**src/rtl/ram_arb_pkg.sv**
```systemverilog
// Shared definitions for the single-port RAM arbiter.
// Contents: default geometry (address/data width, requester count, read
// latency) and the access FSM state type.
package ram_arb_pkg;

    localparam int unsigned DEF_AW     = 10;
    localparam int unsigned DEF_DW     = 8;
    localparam int unsigned DEF_NREQ   = 2;
    localparam int unsigned DEF_RD_LAT = 1;

    typedef enum logic [1:0] {
        IDLE   = 2'd0,
        ACCESS = 2'd1,
        WAIT   = 2'd2
    } state_t;

endpackage

```
**src/rtl/rr_arbiter.sv**
```systemverilog
// Combinational requester selection for the RAM arbiter.
// Build option: RAM_ARB_RR_EN defined -> round-robin, search starts at
// last_gnt+1 (mod NREQ); undefined -> fixed priority, lowest index wins
// and last_gnt is ignored.
// Ports:
//   req      in  NREQ  pending requests
//   last_gnt in  IW    index of the previous winner
//   gnt      out NREQ  one-hot winner (all zero when no request)
//   idx      out IW    winner index (0 when no request)
module rr_arbiter
    import ram_arb_pkg::*;
#(
    parameter int unsigned NREQ = DEF_NREQ,
    parameter int unsigned IW   = $clog2(NREQ)
) (
    input  logic [NREQ-1:0] req,
    input  logic [IW-1:0]   last_gnt,
    output logic [NREQ-1:0] gnt,
    output logic [IW-1:0]   idx
);

`ifdef RAM_ARB_RR_EN
    // Walk from farthest to nearest candidate so the nearest set request wins.
    always_comb begin
        logic [IW-1:0] cand;
        idx  = '0;
        cand = '0;
        for (int k = int'(NREQ); k >= 1; k--) begin
            cand = IW'((int'(last_gnt) + k) % int'(NREQ));
            if (req[cand]) idx = cand;
        end
    end
`else
    logic unused_last_gnt;
    assign unused_last_gnt = ^last_gnt;

    // Highest index first so the lowest set request overwrites last.
    always_comb begin
        logic [IW-1:0] cand;
        idx  = '0;
        cand = '0;
        for (int k = int'(NREQ) - 1; k >= 0; k--) begin
            cand = IW'(k);
            if (req[cand]) idx = cand;
        end
    end
`endif

    // One-hot form of the winner.
    always_comb begin
        gnt = '0;
        if (|req) gnt[idx] = 1'b1;
    end

endmodule

```
**src/rtl/ram_arbiter.sv**
```systemverilog
// Shares one single-port synchronous RAM between NREQ clients: arbitrates,
// issues one access at a time, acks the winner and returns read data.
// Build option: RAM_ARB_RR_EN selects round-robin arbitration (see rr_arbiter).
// Ports:
//   clk, rst               clock, synchronous active-high reset
//   req/req_we             per-client request and write flag
//   req_addr/req_wdata     packed per-client address / write data
//   ack                    one-cycle pulse when client's access hits the RAM
//   rvalid/rdata           one-cycle read-return pulse and shared read data
//   busy                   FSM not idle
//   ram_addr/din/wr/cs     RAM control, ram_cs high only in ACCESS
//   ram_dout               RAM read data
module ram_arbiter
    import ram_arb_pkg::*;
#(
    parameter int unsigned AW     = DEF_AW,
    parameter int unsigned DW     = DEF_DW,
    parameter int unsigned NREQ   = DEF_NREQ,
    parameter int unsigned RD_LAT = DEF_RD_LAT
) (
    input  logic               clk,
    input  logic               rst,
    input  logic [NREQ-1:0]    req,
    input  logic [NREQ-1:0]    req_we,
    input  logic [NREQ*AW-1:0] req_addr,
    input  logic [NREQ*DW-1:0] req_wdata,
    output logic [NREQ-1:0]    ack,
    output logic [NREQ-1:0]    rvalid,
    output logic [DW-1:0]      rdata,
    output logic               busy,
    output logic [AW-1:0]      ram_addr,
    output logic [DW-1:0]      ram_din,
    output logic               ram_wr,
    output logic               ram_cs,
    input  logic [DW-1:0]      ram_dout
);

    localparam int unsigned IW = $clog2(NREQ);
    localparam int unsigned CW = (RD_LAT > 1) ? $clog2(RD_LAT) : 1;

    state_t          state, state_n;
    logic [IW-1:0]   gidx, gidx_n;
    logic [IW-1:0]   last_gnt, last_n;
    logic [CW-1:0]   lat_cnt, lat_n;
    logic [NREQ-1:0] ack_n, rvalid_n;
    logic [DW-1:0]   rdata_n, din_n;
    logic [AW-1:0]   addr_n;
    logic            busy_n, wr_n, cs_n;

    logic [NREQ-1:0] arb_gnt;
    logic [IW-1:0]   arb_idx;

    logic [AW-1:0]   addr_arr  [NREQ];
    logic [DW-1:0]   wdata_arr [NREQ];

    // Unpack per-client address / data lanes.
    for (genvar i = 0; i < NREQ; i++) begin : g_unpack
        assign addr_arr[i]  = req_addr[i*AW +: AW];
        assign wdata_arr[i] = req_wdata[i*DW +: DW];
    end

    rr_arbiter #(
        .NREQ (NREQ),
        .IW   (IW)
    ) u_arb (
        .req      (req),
        .last_gnt (last_gnt),
        .gnt      (arb_gnt),
        .idx      (arb_idx)
    );

    // State and output registers.
    always_ff @(posedge clk) begin
        if (rst) begin
            state    <= IDLE;
            gidx     <= '0;
            last_gnt <= IW'(NREQ - 1);
            lat_cnt  <= '0;
            ack      <= '0;
            rvalid   <= '0;
            rdata    <= '0;
            busy     <= 1'b0;
            ram_addr <= '0;
            ram_din  <= '0;
            ram_wr   <= 1'b0;
            ram_cs   <= 1'b0;
        end else begin
            state    <= state_n;
            gidx     <= gidx_n;
            last_gnt <= last_n;
            lat_cnt  <= lat_n;
            ack      <= ack_n;
            rvalid   <= rvalid_n;
            rdata    <= rdata_n;
            busy     <= busy_n;
            ram_addr <= addr_n;
            ram_din  <= din_n;
            ram_wr   <= wr_n;
            ram_cs   <= cs_n;
        end
    end

    // Next state and next register values; pulses default low.
    always_comb begin
        state_n  = state;
        gidx_n   = gidx;
        last_n   = last_gnt;
        lat_n    = lat_cnt;
        ack_n    = '0;
        rvalid_n = '0;
        rdata_n  = rdata;
        addr_n   = ram_addr;
        din_n    = ram_din;
        wr_n     = 1'b0;
        cs_n     = 1'b0;

        case (state)
            IDLE: begin
                if (|req) begin
                    state_n = ACCESS;
                    gidx_n  = arb_idx;
                    last_n  = arb_idx;
                    addr_n  = addr_arr[arb_idx];
                    din_n   = wdata_arr[arb_idx];
                    wr_n    = req_we[arb_idx];
                    cs_n    = 1'b1;
                    ack_n   = arb_gnt;
                end
            end
            ACCESS: begin
                // ram_wr still holds the issued op's direction here.
                if (ram_wr) begin
                    state_n = IDLE;
                end else begin
                    state_n = WAIT;
                    lat_n   = CW'(RD_LAT - 1);
                end
            end
            WAIT: begin
                if (lat_cnt == '0) begin
                    state_n        = IDLE;
                    rdata_n        = ram_dout;
                    rvalid_n[gidx] = 1'b1;
                end else begin
                    lat_n = lat_cnt - CW'(1);
                end
            end
            default: state_n = IDLE;
        endcase

        busy_n = (state_n != IDLE);
    end

endmodule
```
**config.mk**
```make
export PLATFORM = sky130hd
export DESIGN_NAME = ram_arbiter
export DESIGN_NICKNAME = d
export VERILOG_FILES = /design/src/rtl/ram_arb_pkg.sv /design/src/rtl/rr_arbiter.sv /design/src/rtl/ram_arbiter.sv
export SDC_FILE = /design/constraint.sdc
export NUM_CORES = 1
export LEC_CHECK = 0
export CELL_PAD_IN_SITES_DETAIL_PLACEMENT = 2
export CELL_PAD_IN_SITES_GLOBAL_PLACEMENT = 2
export CORE_ASPECT_RATIO = 0.5
export CORE_MARGIN = 2
export CORE_UTILIZATION = 22
export DETAILED_ROUTE_END_ITERATION = 6
export HOLD_SLACK_MARGIN = 0.15
export PLACE_DENSITY = 0.95
export SLEW_MARGIN = 10
export SYNTH_ARGS = -nofsm -noshare
export SYNTH_HDL_FRONTEND = slang
export SYNTH_SLANG_ARGS = --single-unit
```
**constraint.sdc**
```tcl
create_clock -name clk -period 3.3 [get_ports clk]
set_input_delay 0.66 -clock clk [delete_from_list [all_inputs] [get_ports clk]]
set_output_delay 0.66 -clock clk [all_outputs]
set_load 0.1 [all_outputs]
```
==> impl_metrics.yaml, run 1 <==
clocking:
  cts_inserted_buffers: 5
  clockBufferDepth: 2
  cts_tree: "built"
  clk_pin_slew_ns: 0.05
  cts_hold_buffers: 0
  clockRootBuffer: "clkbuf_16"
  cts.sink_count: 36
  worstSkewPairLatency_ns: 0.28
  htree_num_levels: 2
  post_cts_buffers: 0
  cts_resized: 0
logic_synthesis:
  synth.most_common_cell: "dfxtp_1"
  synth_warnings: 0
  synth_area_mm2: 0.00133
  yosysSeqAreaShare: 0.541
  ys_ff_latch: 36
  synth.top_cells.by_count: "36 x dfxtp_1, 19 x mux2i_1, 19 x o2bb2ai_1"
  ys_types: 20
  synth-async-reset-ratio: 0
  yosys-top-cells-area: "dfxtp_1 54%, mux2i_1 14%, o2bb2ai_1 13%"
  synth_top_area_share: 0.541
  synth-edff-count: 0
  avgSynthCellArea_um2: 10.7
  synthCells: 125
  synthesis.nets: 175
  yosysTopAreaCell: "dfxtp_1"
  ys.flop_type: "dfxtp_1"
setup_path:
  critPathArrivalTime_ns: 2.62
  cp-start-kind: "input pin"
  cp_max_fo: 23
  cp-end-kind: "flop"
  cp.required_ns: 3.47
  critPathKind: "input pin to flop"
pwr:
  p_per_area_mw_per_mm2: 625
  ir_drop_v: 0.000223
  intPower_w: 0.000939
  leakagePower_nw: 1.00
  combPwrFrac: 0.284
  swShare: 0.338
  switchingPower_w: 0.000480
  clockPowerShare: 0.372
  seqPwrFrac: 0.344
detailed_routing:
  drc: 0
  routedWlPerCell_um: 16.5
  drt-vias-per-instance: 4.34
  drtAntennaViolNets: 0
  wl_mm: 4.59
  vias: 1207
  drt_iter0_markers: 27
  first_pass_iters: 4
placed_design:
  dp.final_hpwl_mm: 3.33
  port_buffers: 82
  gp_congestion: 0.605
  place_ws_ns: 0.538
sta:
  finalCriticalPeriod_ns: 2.45
  slew_viol_final: 0
  relSlewSlack: 0.447
  finalHoldViolCount: 0
  worst_pin_slew_ns: 0.829
  setup_tns_ns: 0
  rsz0062_at_grt: "false"
  worst_slack_ns: 0.847
  fmax_mhz: 408
  setup_viol: 0
  fin_crit_sh: 0.743
  finClkSkew_ns: 0.00441
die:
  die_w_um: 114
  core-area_mm2: 0.00566
  start_util: 0.235
  die_area_mm2: 0.00673
  io_pins: 83
  rows: 19
  die_height_um: 59.0
global_route:
  grt_pass1_vias: 1395
  grt_busiest_layer: "met2"
  grt_pass1_wl_mm: 7.31
  globalRouteMet1Util: 0.162
  antenna_found_initial: 0
  use_met2: 0.272
  use_met3: 0.0317
  grt_usage: 0.142
  grt_start_max_net_pins: 24
  overflow: 0
layout:
  nets: 254
  antennaDiodeCount: 0
  n_fill_cell: 604
  areaGrowthSynthToFinish_pct: 70.5
  drive_above_1_share: 0.205
status:
  status: "completed"
hold_path:
  min_path_type: "flop to flop"
run:
  cap_viol_max_count: 0
-- worst max-delay path: stages --
cell and delay [ns]:
clkdlybuf4s50_1 0.73, or4_1 0.71, inv_1 0.18, or2_2 0.33
-- metal layers --
| layer | routed length (um) | up-vias |
|---|---|---|
| li1 | - | 595 |
| met1 | 1900 | 578 |
| met2 | 2510 | 29 |
| met3 | 139 | 5 |
| met4 | 36 | 0 |
| met5 | 0 | - |
-- power groups by stage --
stage	clock network [W]	registers [W]	logic (W)
6_report	0.000528	0.000489	0.000403
4_1_cts	0.000541	0.000489	0.000407
3_3_place_gp	0	0.000494	0.000396
3_5_place_dp	0	0.000496	0.000404
5_1_grt	0.000560	0.000493	0.000420
2_1_floorplan	0	0.000712	0.0000646
-- stage by stage --
step	hold slack [ns]	instance area (um^2)	cells	util	total power (W)
2_1_floorplan	0.417	1330	125	-	0.000776
3_3_place_gp	0.446	2110	270	0.372	0.000890
3_5_place_dp	0.445	2110	270	0.372	0.000901
4_1_cts	0.462	2270	278	0.401	0.00144
5_1_grt	0.491	2270	278	0.401	0.00147
6_report	0.463	2270	278	0.401	0.00142
-- flip-flops by register name (all words and copies together), names as in the netlist --
register,flops
ram_addr,10
ram_din,8
rdata,8
ack,2
rvalid,2
state,2
busy,1
gidx,1
ram_cs,1
ram_wr,1
-- final cells by class --
class                   instances  area, um^2  area share
clock buffers                   6         129      0.0568
inverters                       3        11.3     0.00496
flip-flops and latches         36         721       0.318
multi-input cells              75         537       0.236
clock inverters                 2        35.0      0.0154
repair buffers                 83         746       0.329
well taps                      73        91.3      0.0402
-- path summary, 6_finish.rpt --
path / start / end / slack [ns] / depth (start not counted)
max: rst / busy / 0.85 / 4
min: rdata[1] / rdata[1] / 0.46 / 2
max reg2reg: state[1] / busy / 1.62 / 3
min reg2reg: rdata[1] / rdata[1] / 0.46 / 2
-- cell usage in the layout (no fill, tap or decap) --
cell	count
a21oi_1	8
and2_1	1
and2b_1	1
and3_1	1
buf_4	34
bufinv_16	1
clkbuf_1	1
clkbuf_16	5
clkdlybuf4s50_1	49
clkinv_2	1
dfxtp_1	36
inv_1	3
mux2i_1	19
nand2_1	16
nand2b_1	2
nor2_1	3
nor3_1	1
nor4b_1	1
o2bb2ai_1	19
o31a_1	1
or2_2	1
or4_1	1
-- kinds of logic (layout without fill, tap and decap cells) --
family / after synthesis / in the layout / share of synthesized area
and+or+nand+nor: 28 / 28 / 0.0987
AOI/OAI and AO/OA: 28 / 28 / 0.162
buffers and inverters: 14 / 94 / 0.0554
DFF: 36 / 36 / 0.541
muxes: 19 / 19 / 0.143
(Power assumes the default switching activity.)
==> run 2: changes to the inputs <==
--- a/config.mk
+++ b/config.mk
@@ -9,10 +9,10 @@
 export CELL_PAD_IN_SITES_GLOBAL_PLACEMENT = 2
 export CORE_ASPECT_RATIO = 0.5
 export CORE_MARGIN = 2
-export CORE_UTILIZATION = 22
+export CORE_UTILIZATION = 18
 export DETAILED_ROUTE_END_ITERATION = 6
 export HOLD_SLACK_MARGIN = 0.15
-export PLACE_DENSITY = 0.95
+export PLACE_DENSITY = 0.84
 export SLEW_MARGIN = 10
 export SYNTH_ARGS = -nofsm -noshare
 export SYNTH_HDL_FRONTEND = slang
==> constraint.sdc (replaced) <==
create_clock -name clk -period 2.17 [get_ports clk]
set_input_delay 0.434 -clock clk [delete_from_list [all_inputs] [get_ports clk]]
set_output_delay 0.434 -clock clk [all_outputs]
set_load 0.1 [all_outputs]
==> run 2 against run 1 <==
Core utilization fell by 8.0 points. Cell area increased by 2.5%. Sequential cell count did not move. Clock skew about the same.
==> impl_metrics.yaml, run 2 (synthesized netlist as in run 1, its figures left out) <==
sta:
  relSlewSlack: 0.450
  finalCriticalPeriod_ns: 1.73
  fin_crit_sh: 0.799
  fmax_mhz: 577
  slew_viol_final: 0
  setup_viol: 0
  rsz0062_at_grt: "false"
  finClkSkew_ns: 0.00397
  worst_pin_slew_ns: 0.825
  finalHoldViolCount: 0
  setup_tns_ns: 0
run:
  cap_viol_max_count: 0
die:
  core-area_mm2: 0.00724
  io_pins: 83
  rows: 22
  start_util: 0.184
  die_w_um: 126
  die_height_um: 64.8
  die_area_mm2: 0.00814
global_route:
  antenna_found_initial: 0
  globalRouteMet1Util: 0.127
  overflow: 0
  grt_busiest_layer: "met2"
  grt_pass1_wl_mm: 7.79
  grt_usage: 0.128
  grt_pass1_vias: 1408
  use_met3: 0.0405
  use_met2: 0.262
  grt_start_max_net_pins: 20
pwr:
  combPwrFrac: 0.300
  switchingPower_w: 0.000769
  clockPowerShare: 0.346
  swShare: 0.367
  ir_drop_v: 0.000313
  seqPwrFrac: 0.355
  intPower_w: 0.00132
  p_per_area_mw_per_mm2: 900
  leakagePower_nw: 1.01
placed_design:
  place_area_mm2: 0.00218
  gp_congestion: 0.687
  port_buffers: 82
  dp.final_hpwl_mm: 3.59
clocking:
  post_cts_buffers: 0
  worstSkewPairLatency_ns: 0.28
  clockBufferDepth: 2
  htree_num_levels: 2
  cts.sink_count: 36
  cts_inserted_buffers: 5
  cts_resized: 0
  cts_tree: "built"
  cts_hold_buffers: 0
  clockRootBuffer: "clkbuf_16"
  clk_pin_slew_ns: 0.06
setup_path:
  setup.worst_path.end: "ram_addr[0]"
  r2r_start: "state[0]"
  r2r_end: "ram_addr[0]"
  cp-start-kind: "input pin"
  cp-end-kind: "flop"
  critPathArrivalTime_ns: 1.94
  cp.required_ns: 2.37
  rr_worst_depth: 3
  r2r_slack_ns: 0.72
  critPathKind: "input pin to flop"
  startpoint: "req[0]"
  cp_max_fo: 19
hold_path:
  hp-start: "rdata[0]"
  min_path_cells: 2
  min_path_type: "flop to flop"
layout:
  n_fill_cell: 799
  final_cell_mix: "49 x clkdlybuf4s50_1, 37 x buf_4, 36 x dfxtp_1, 19 x mux2i_1, 19 x o2bb2ai_1"
  postLayoutCoreUtil: 0.321
  top_register: "ram_addr"
  layout_commonest_cell: "clkdlybuf4s50_1"
  areaGrowthSynthToFinish_pct: 74.7
  largest_reg_flops: 10
  top_regs: "ram_addr x10, ram_din x8, rdata x8"
  antennaDiodeCount: 0
  drive_above_1_share: 0.225
  multi_input_area_um2: 537
  nets: 258
  fin_area_mm2: 0.00233
  seqCellArea_um2: 721
detailed_routing:
  first_pass_iters: 4
  vias: 1267
  drc: 0
  drtAntennaViolNets: 0
  drt_iter0_markers: 17
  wl_mm: 4.93
  drt-vias-per-instance: 4.15
  routedWlPerCell_um: 16.2
status:
  status: "completed"
[run 2: stage by stage]
stage | hold WS, ns | setup slack (ns) | total power (W) | instances
global placement | 0.444 | 0.275 | 0.00137 | 297
finish | 0.459 | 0.437 | 0.00209 | 305
global route | 0.489 | 0.286 | 0.00218 | 305
detailed placement | 0.449 | 0.184 | 0.00138 | 297
CTS | 0.467 | 0.416 | 0.00212 | 305
floorplan | 0.417 | 0.694 | 0.00118 | 125
[run 2: worst max-delay path: stages]
cell,delay [ns]
clkdlybuf4s50_1,0.42
nor2_1,0.18
o31a_1,0.69
o2bb2ai_1,0.20
[run 2: worst min path at each step]
stage	end	slack, ns
2_1_floorplan	rvalid[0]	0.42
3_3_place_gp	rdata[2]	0.44
3_5_place_dp	state[1]	0.45
4_1_cts	rdata[0]	0.47
5_1_grt	state[1]	0.49
6_report	rdata[0]	0.46
[run 2: power groups by stage]
| stage | Combinational [W] | Clock (W) | Sequential (W) |
|---|---|---|---|
| floorplan | 0.0000983 | 0 | 0.00108 |
| global placement | 0.000615 | 0 | 0.000753 |
| detailed placement | 0.000630 | 0 | 0.000755 |
| CTS | 0.000635 | 0.000741 | 0.000743 |
| global route | 0.000653 | 0.000776 | 0.000748 |
| finish | 0.000627 | 0.000723 | 0.000742 |
[run 2: final cells by class]
type	instances	share of cell area
repair buffers	87	0.339
flip-flops and latches	36	0.310
multi-input cells	75	0.231
clock buffers	5	0.0538
well taps	96	0.0516
clock inverters	3	0.0102
inverters	3	0.00484
[run 2: per-layer routing]
| metal | vias to the layer above | share of wire |
|---|---|---|
| met5 | - | 0 |
| met4 | 0 | 0.0073 |
| met3 | 2 | 0.037 |
| met2 | 29 | 0.58 |
| met1 | 631 | 0.38 |
| li1 | 605 | - |
==> run 3: changes to the inputs <==
==> constraint.sdc (replaced) <==
create_clock -name clk -period 1.4 [get_ports clk]
set_input_delay 0.28 -clock clk [delete_from_list [all_inputs] [get_ports clk]]
set_output_delay 0.28 -clock clk [all_outputs]
set_load 0.1 [all_outputs]
==> run 3 against run 2 <==
Cell area up 25%. Sequential power up 62%. Critical path depth down 1. Power up 71%. Global-route usage up 2.5 points. Critical path type is now flop to flop. Critical endpoint is now ram_din[3]. Largest cell class unchanged.
==> impl_metrics.yaml, run 3 (synthesized netlist as in run 1, its figures left out) <==
sta:
  fin_crit_sh: 0.946
  worst_slack_ns: 0.0754
  worst_pin_slew_ns: 0.399
  fmax_mhz: 755
  finClkSkew_ns: 0.00422
  finalHoldViolCount: 0
  slew_viol_final: 0
  rsz0062_at_grt: "false"
  setup_viol: 0
  relSlewSlack: 0.734
  holdWs_ns: 0.474
  finalCriticalPeriod_ns: 1.32
global_route:
  overflow: 0
  antenna_found_initial: 0
  grt_start_max_net_pins: 16
  globalRouteMet1Util: 0.167
  grt_busiest_layer: "met2"
  grt_usage: 0.153
  use_met3: 0.0281
  use_met2: 0.299
  grt_pass1_wl_mm: 9.27
  grt_pass1_vias: 1509
setup_path:
  rr_worst_depth: 3
  cp-end-kind: "flop"
  critPathMaxStageDelay_ns: 0.61
  crit_slowest_cell: "or4_4"
  cp.depth: 3
  r2r_slack_ns: 0.08
  critPathKind: "flop to flop"
  r2r_end: "ram_din[3]"
  cp_max_fo: 7
  cp.required_ns: 1.61
  worstPathCellList: "or4_4, buf_6, o2bb2ai_1"
  startpoint: "state[0]"
  critPathArrivalTime_ns: 1.53
  path_delay_family: "simple AND/OR/NAND/NOR gates"
  worst-path-buf-inv: 1
  cp-start-kind: "flop"
  r2r_start: "state[0]"
hold_path:
  hp-start: "ram_wr"
  min_path_type: "flop to flop"
  min_to: "state[1]"
  min_path_cells: 1
die:
  io_pins: 83
  die_area_mm2: 0.00814
  die_w_um: 126
  die_height_um: 64.8
  core-area_mm2: 0.00724
  start_util: 0.184
  rows: 22
detailed_routing:
  drt_iter0_markers: 57
  drc: 0
  drt-vias-per-instance: 4.23
  routedWlPerCell_um: 19.2
  drtAntennaViolNets: 0
  wl_mm: 5.95
  vias: 1310
  first_pass_iters: 4
layout:
  antennaDiodeCount: 0
  drive_above_1_share: 0.294
  n_fill_cell: 729
  seqCellArea_um2: 722
  areaGrowthSynthToFinish_pct: 119
  fin_area_mm2: 0.00291
  nets: 263
  final_cells: 310
  largest_reg_flops: 10
  final_cell_mix: "46 x clkdlybuf4s50_1, 37 x buf_12, 35 x dfxtp_1, 19 x mux2i_1, 16 x nand2_1"
  top_regs: "ram_addr x10, ram_din x8, rdata x8"
  multi_input_area_um2: 618
  top_register: "ram_addr"
  postLayoutCoreUtil: 0.403
  layout_commonest_cell: "clkdlybuf4s50_1"
clocking:
  worstSkewPairLatency_ns: 0.28
  cts_tree: "built"
  cts_hold_buffers: 0
  clockRootBuffer: "clkbuf_16"
  cts_inserted_buffers: 5
  htree_num_levels: 2
  post_cts_buffers: 0
  cts.sink_count: 36
  clk_pin_slew_ns: 0.06
  clockBufferDepth: 2
placed_design:
  gp_congestion: 0.653
  dp_cells: 301
  dp.final_hpwl_mm: 4.12
  place_area_mm2: 0.00265
  port_buffers: 82
  place_ws_ns: -0.407
pwr:
  ir_drop_v: 0.000441
  p_per_area_mw_per_mm2: 1230
  leakagePower_nw: 1.20
run:
  cap_viol_max_count: 0
status:
  status: "completed"
==> run 3: area by class of cell <==
class	instances	area share
multi-input combinational	75	0.212
timing repair buffer	92	0.445
tap	96	0.0412
inverter	3	0.00386
clock buffer	8	0.0502
sequential	36	0.248
==> run 3: worst reg2reg max path, delay by kind of cell (launching register included) <==
family	cells	cell delay, ns
buf+inv	1	0.18
simple gates	1	0.61
flops	1	0.33
compound gates	1	0.14
==> run 3: worst max-delay path by stage <==
| stage | to | slack [ns] |
|---|---|---|
| 2_1_floorplan | gidx | 0.14 |
| 4_1_cts | ram_din[7] | 0.07 |
| 3_3_place_gp | gidx | -0.27 |
| 6_report | ram_din[3] | 0.08 |
| 3_5_place_dp | ram_din[2] | -0.41 |
| 5_1_grt | gidx | 0.03 |
==> run 3: where the power goes <==
group	internal, W	switching, W
Sequential	0.00110	0.0000923
Combinational	0.000516	0.000731
Clock	0.000710	0.000415
Total	0.00233	0.00124
==> run 3: repair_timing <==
| item | 4_1_cts | 5_1_grt |
|---|---|---|
| hold endpoints to repair | 0 | 0 |
| gates resized for setup | 21 | 0 |
| endpoints found under the setup margin | 21 | 0 |
==> run 3: per-layer routing <==
layer  vias up  routed length, um  share of wire
li1        616                  -              -
met4         0                126          0.021
met5         -                  0              0
met3        11                174          0.029
met2        35               3270           0.55
met1       648               2380           0.40
==> run 3: per-stage QoR <==
step,power [W],TNS [ns]
after floorplan,0.00183,0
after global placement,0.00236,-5.82
after detailed placement,0.00240,-7.84
after CTS,0.00360,0
after global routing,0.00370,0
final,0.00357,0
==> variant 1 (config.mk and constraints of run 2) <==
The option `RAM_ARB_RR_EN` is turned on by a define.
--- a/src/rtl/rr_arbiter.sv
+++ b/src/rtl/rr_arbiter.sv
@@ -9,2 +9,4 @@
 //   idx      out IW    winner index (0 when no request)
+`define RAM_ARB_RR_EN
+
 module rr_arbiter
Function: changed (a bounded check fails within 4 cycles, from zero or initial values and one cycle with rst high).
==> variant 1 against run 2 <==
- sequential cell count rose by 1
- design area grew 7.9%
- area after synthesis is 12% higher
- total power up 6.8%
- wire length rose by 8.2%
- setup slack improved by 0.072 ns
- worst hold slack got worse by 0.0017 ns
- critical path depth grew 1
==> variant 1: results (changes against run 2) <==
met1 GRT Util 12.4% (was 12.7%); Worst-Skew Late Latency 0.28 ns (about the same); critical path arrival 1.83 ns (was 1.94 ns); met2 Use GR 24.9% (was 26.2%); most common library cells after synthesis dfxtp_1 (37), mux2i_1 (19), o2bb2ai_2 (17) (was dfxtp_1 (36), mux2i_1 (19), o2bb2ai_1 (19)); status finished clean (unchanged); Worst Path Max Fanout 14 (was 19); DP Worst Slack 0.227 ns (was 0.184 ns); 1st-pass router iterations 4 (unchanged); CTS Buf Count 5 (unchanged); DP Wirelength 4.26 mm (was 3.59 mm); post-synthesis compound-gate area fraction 23.6% (was 16.2%); Fillers 893 (was 799); routed length per placed instance 16.5 um (was 16.2 um); largest net degree at the start of global routing 19 (was 20); syn nets 176 (was 175); Post-CTS Setup Inserts 0 (unchanged); Area contributors post-synth dfxtp_1 (50%), o2bb2ai_2 (17%), mux2i_1 (13%), nand2_1 (4.0%), a21oi_1 (2.7%) (was dfxtp_1 (54%), mux2i_1 (14%), o2bb2ai_1 (13%), nand2_1 (4.5%), a21oi_1 (3.0%)); non-filler cells, final 324 (was 305); Max Clock Skew 0.00561 ns (was 0.00397 ns); gr usage total 11.9% (was 12.8%); DRT iter0 DRCs 39 (was 17); initial antenna violation count 0 (unchanged); mux contribution to synthesized area 12.8% (was 14.3%); Max VDD drop 0.000347 V (was 0.000313 V); Nets 261 (was 258); Tightest Pin Transition 0.374 ns (was 0.825 ns); Sw Share 35.8% (was 36.7%); Synth cell types 26 (was 20); GR Util met3 2.00% (was 4.05%); leakage power 1.01 nW (about the same); via density per instance 4.00 (was 4.15); routability cong. 0.716 (was 0.687); register area share after synthesis 49.8% (was 54.1%); vias in the first global route 1,427 (was 1,408); Cell Area, Placed 0.00235 sq mm (was 0.00218 sq mm); Synth Instances 126 (was 125); htree depth 2 (unchanged); fraction of final layout cells sized beyond drive strength 1 32.1% (was 22.5%); global-route wire length before repair 8.02 mm (was 7.79 mm); Largest regs ram_addr x10, ram_din x8, rdata x8 (unchanged); Finished Core Util 31.4% (was 32.1%)
[variant 1: cell count changes after synthesis, moves of 2 or more]
cell	run 2	this run
o2bb2ai_1	19	1
o2bb2ai_2	0	17
buf_2	4	2
buf_4	0	2
nor2_1	3	1
[variant 1: worst paths after layout]
check / start / endpoint / slack (ns) / cells after the start
worst max-delay path: req[0] / last_gnt / 0.51 / 5
worst min-delay path: ram_wr / state[1] / 0.46 / 1
worst max register to register: state[0] / last_gnt / 0.76 / 4
worst min register to register: ram_wr / state[1] / 0.46 / 1
[variant 1: cells by family (layout without fill, tap and decap cells)]
kind of cell,after synthesis,after routing
buf+inv,13,99
mux,19,19
simple gates,26,26
flops,37,37
compound gates,31,31
[variant 1: per-layer routing]
| layer | vias up | share of wire, % |
|---|---|---|
| li1 | 618 | - |
| met1 | 661 | 38 |
| met2 | 10 | 59 |
| met3 | 8 | 1.5 |
| met4 | 0 | 1.4 |
| met5 | - | 0 |
[variant 1: layout make-up]
class / instances / area share, %
multi-input cells: 76 / 26.5
flip-flops and latches: 37 / 29.5
repair buffers: 88 / 31.7
well taps: 112 / 5.58
inverters: 3 / 0.449
clock buffers: 7 / 6.08
clock inverters: 1 / 0.199
[variant 1: critical path: stages]
cell	delay (ns)
clkdlybuf4s50_1	0.51
o21bai_1	0.10
or3_1	0.38
buf_4	0.24
a2bb2oi_1	0.16
[variant 1: power by group through the flow]
stage	sequential [mW]	combinational [mW]	clock, mW
floorplan	1.13	0.148	0
detailed placement	0.791	0.702	0
finish	0.778	0.700	0.757
global route	0.784	0.726	0.812
global placement	0.785	0.688	0
CTS	0.779	0.706	0.769
==> variant 2 (flow settings as in run 2) <==
Made on the original files. The 3 states of `state_t` get a one-hot encoding in 3 bits.
--- a/src/rtl/ram_arb_pkg.sv
+++ b/src/rtl/ram_arb_pkg.sv
@@ -10,6 +10,6 @@
 
-    typedef enum logic [1:0] {
-        IDLE   = 2'd0,
-        ACCESS = 2'd1,
-        WAIT   = 2'd2
+    typedef enum logic [2:0] {
+        IDLE   = 3'b001,
+        ACCESS = 3'b010,
+        WAIT   = 3'b100
     } state_t;
Function: same outputs for any inputs over 10 cycles, from zero or initial values and one cycle with rst high; not proved beyond that.
==> variant 2 against run 2 <==
- synthesized cell count decreased by 5.6%
- largest power group unchanged
- non-clock buffer count up 1
- setup slack gained 0.062 ns
- critical endpoint is now busy
- total power grew 3.0%
- sequential cell count up 1
- sequential power grew 4.2%
- area after synthesis increased by 4.5%
- design area grew 4.1%
- wire length decreased by 6.8%
==> variant 2: results (changes against run 2) <==
drt total wl 4.59 mm (was 4.93 mm); most common library cells after synthesis dfxtp_1 (37), mux2i_1 (27), o2bb2ai_1 (18) (was dfxtp_1 (36), mux2i_1 (19), o2bb2ai_1 (19)); fraction of final layout cells sized beyond drive strength 1 24.9% (was 22.5%); gr usage total 11.3% (was 12.8%); Syn Area/Cell 11.8 sq um (was 10.7 sq um); Slew Limit Headroom 68.7% (was 45.0%); family with the most delay on the worst path buffers and inverters (was compound AO/OA/AOI/OAI gates); Hold Crit Start gidx (was rdata[0]); met3 wire length 174 um (was 183 um); global-route wire length before repair 7.04 mm (was 7.79 mm); GR Util met3 3.80% (was 4.05%); status finished clean (unchanged); max incr delay on CP 0.46 ns (was 0.69 ns); syn nets 168 (was 175); via density per instance 4.11 (was 4.15); post-synthesis compound-gate area fraction 15.0% (was 16.2%); Nets 255 (was 258); leakage power 0.964 nW (was 1.01 nW); met2 Use GR 23.7% (was 26.2%); CP startpoint req[1] (was req[0]); met2 WL post-DR 2.68 mm (was 2.86 mm); routed length per placed instance 15.3 um (was 16.2 um); Max Clock Skew 0.00162 ns (was 0.00397 ns); slowest CP cell clkdlybuf4s50_1 (was o31a_1); Cell Area, Placed 0.00228 sq mm (was 0.00218 sq mm)
[variant 2: changes by cell type after synthesis, moves of 2 or more]
cell,run 2,this run
nor2_1,3,13
buf_4,0,2
nand2b_1,2,0
a21oi_1,8,0
mux2i_1,19,27
clkbuf_1,4,0
nand2_1,16,0
[variant 2: worst paths after layout]
kind / end / slack [ns] / cells past startpoint
hold reg to reg: rvalid[0] / 0.46 / 1
setup reg to reg: ram_addr[6] / 0.70 / 4
hold / removal: rvalid[0] / 0.46 / 1
setup / recovery: busy / 0.50 / 4
[variant 2: final cells by class]
| type | count | share of cell area [%] |
|---|---|---|
| inverter | 3 | 0.465 |
| clock buffer | 7 | 5.89 |
| tap | 96 | 4.96 |
| multi-input combinational | 70 | 24.7 |
| sequential | 37 | 30.6 |
| timing repair buffer | 88 | 33.4 |
[variant 2: cells by family after synthesis]
| kind of cell | count (synthesis) |
|---|---|
| multiplexers | 27 |
| flip-flops | 37 |
| buffers and inverters | 11 |
| AND/OR/NAND/NOR | 21 |
| AO/OA/AOI/OAI | 22 |
[variant 2: worst reg2reg max path, delay by kind of cell, from the launching register on]
kind,cells,cell delay (ns)
buffers and inverters,1,0.21
DFF,1,0.43
AOI/OAI and AO/OA,2,0.39
and+or+nand+nor,1,0.37
[variant 2: power groups by stage]
stage	Clock, mW	Sequential, mW	Combinational (mW)
after floorplan	0	1.13	0.110
after global placement	0	0.783	0.665
after detailed placement	0	0.787	0.677
after CTS	0.740	0.775	0.679
after global routing	0.768	0.780	0.699
final	0.712	0.773	0.672
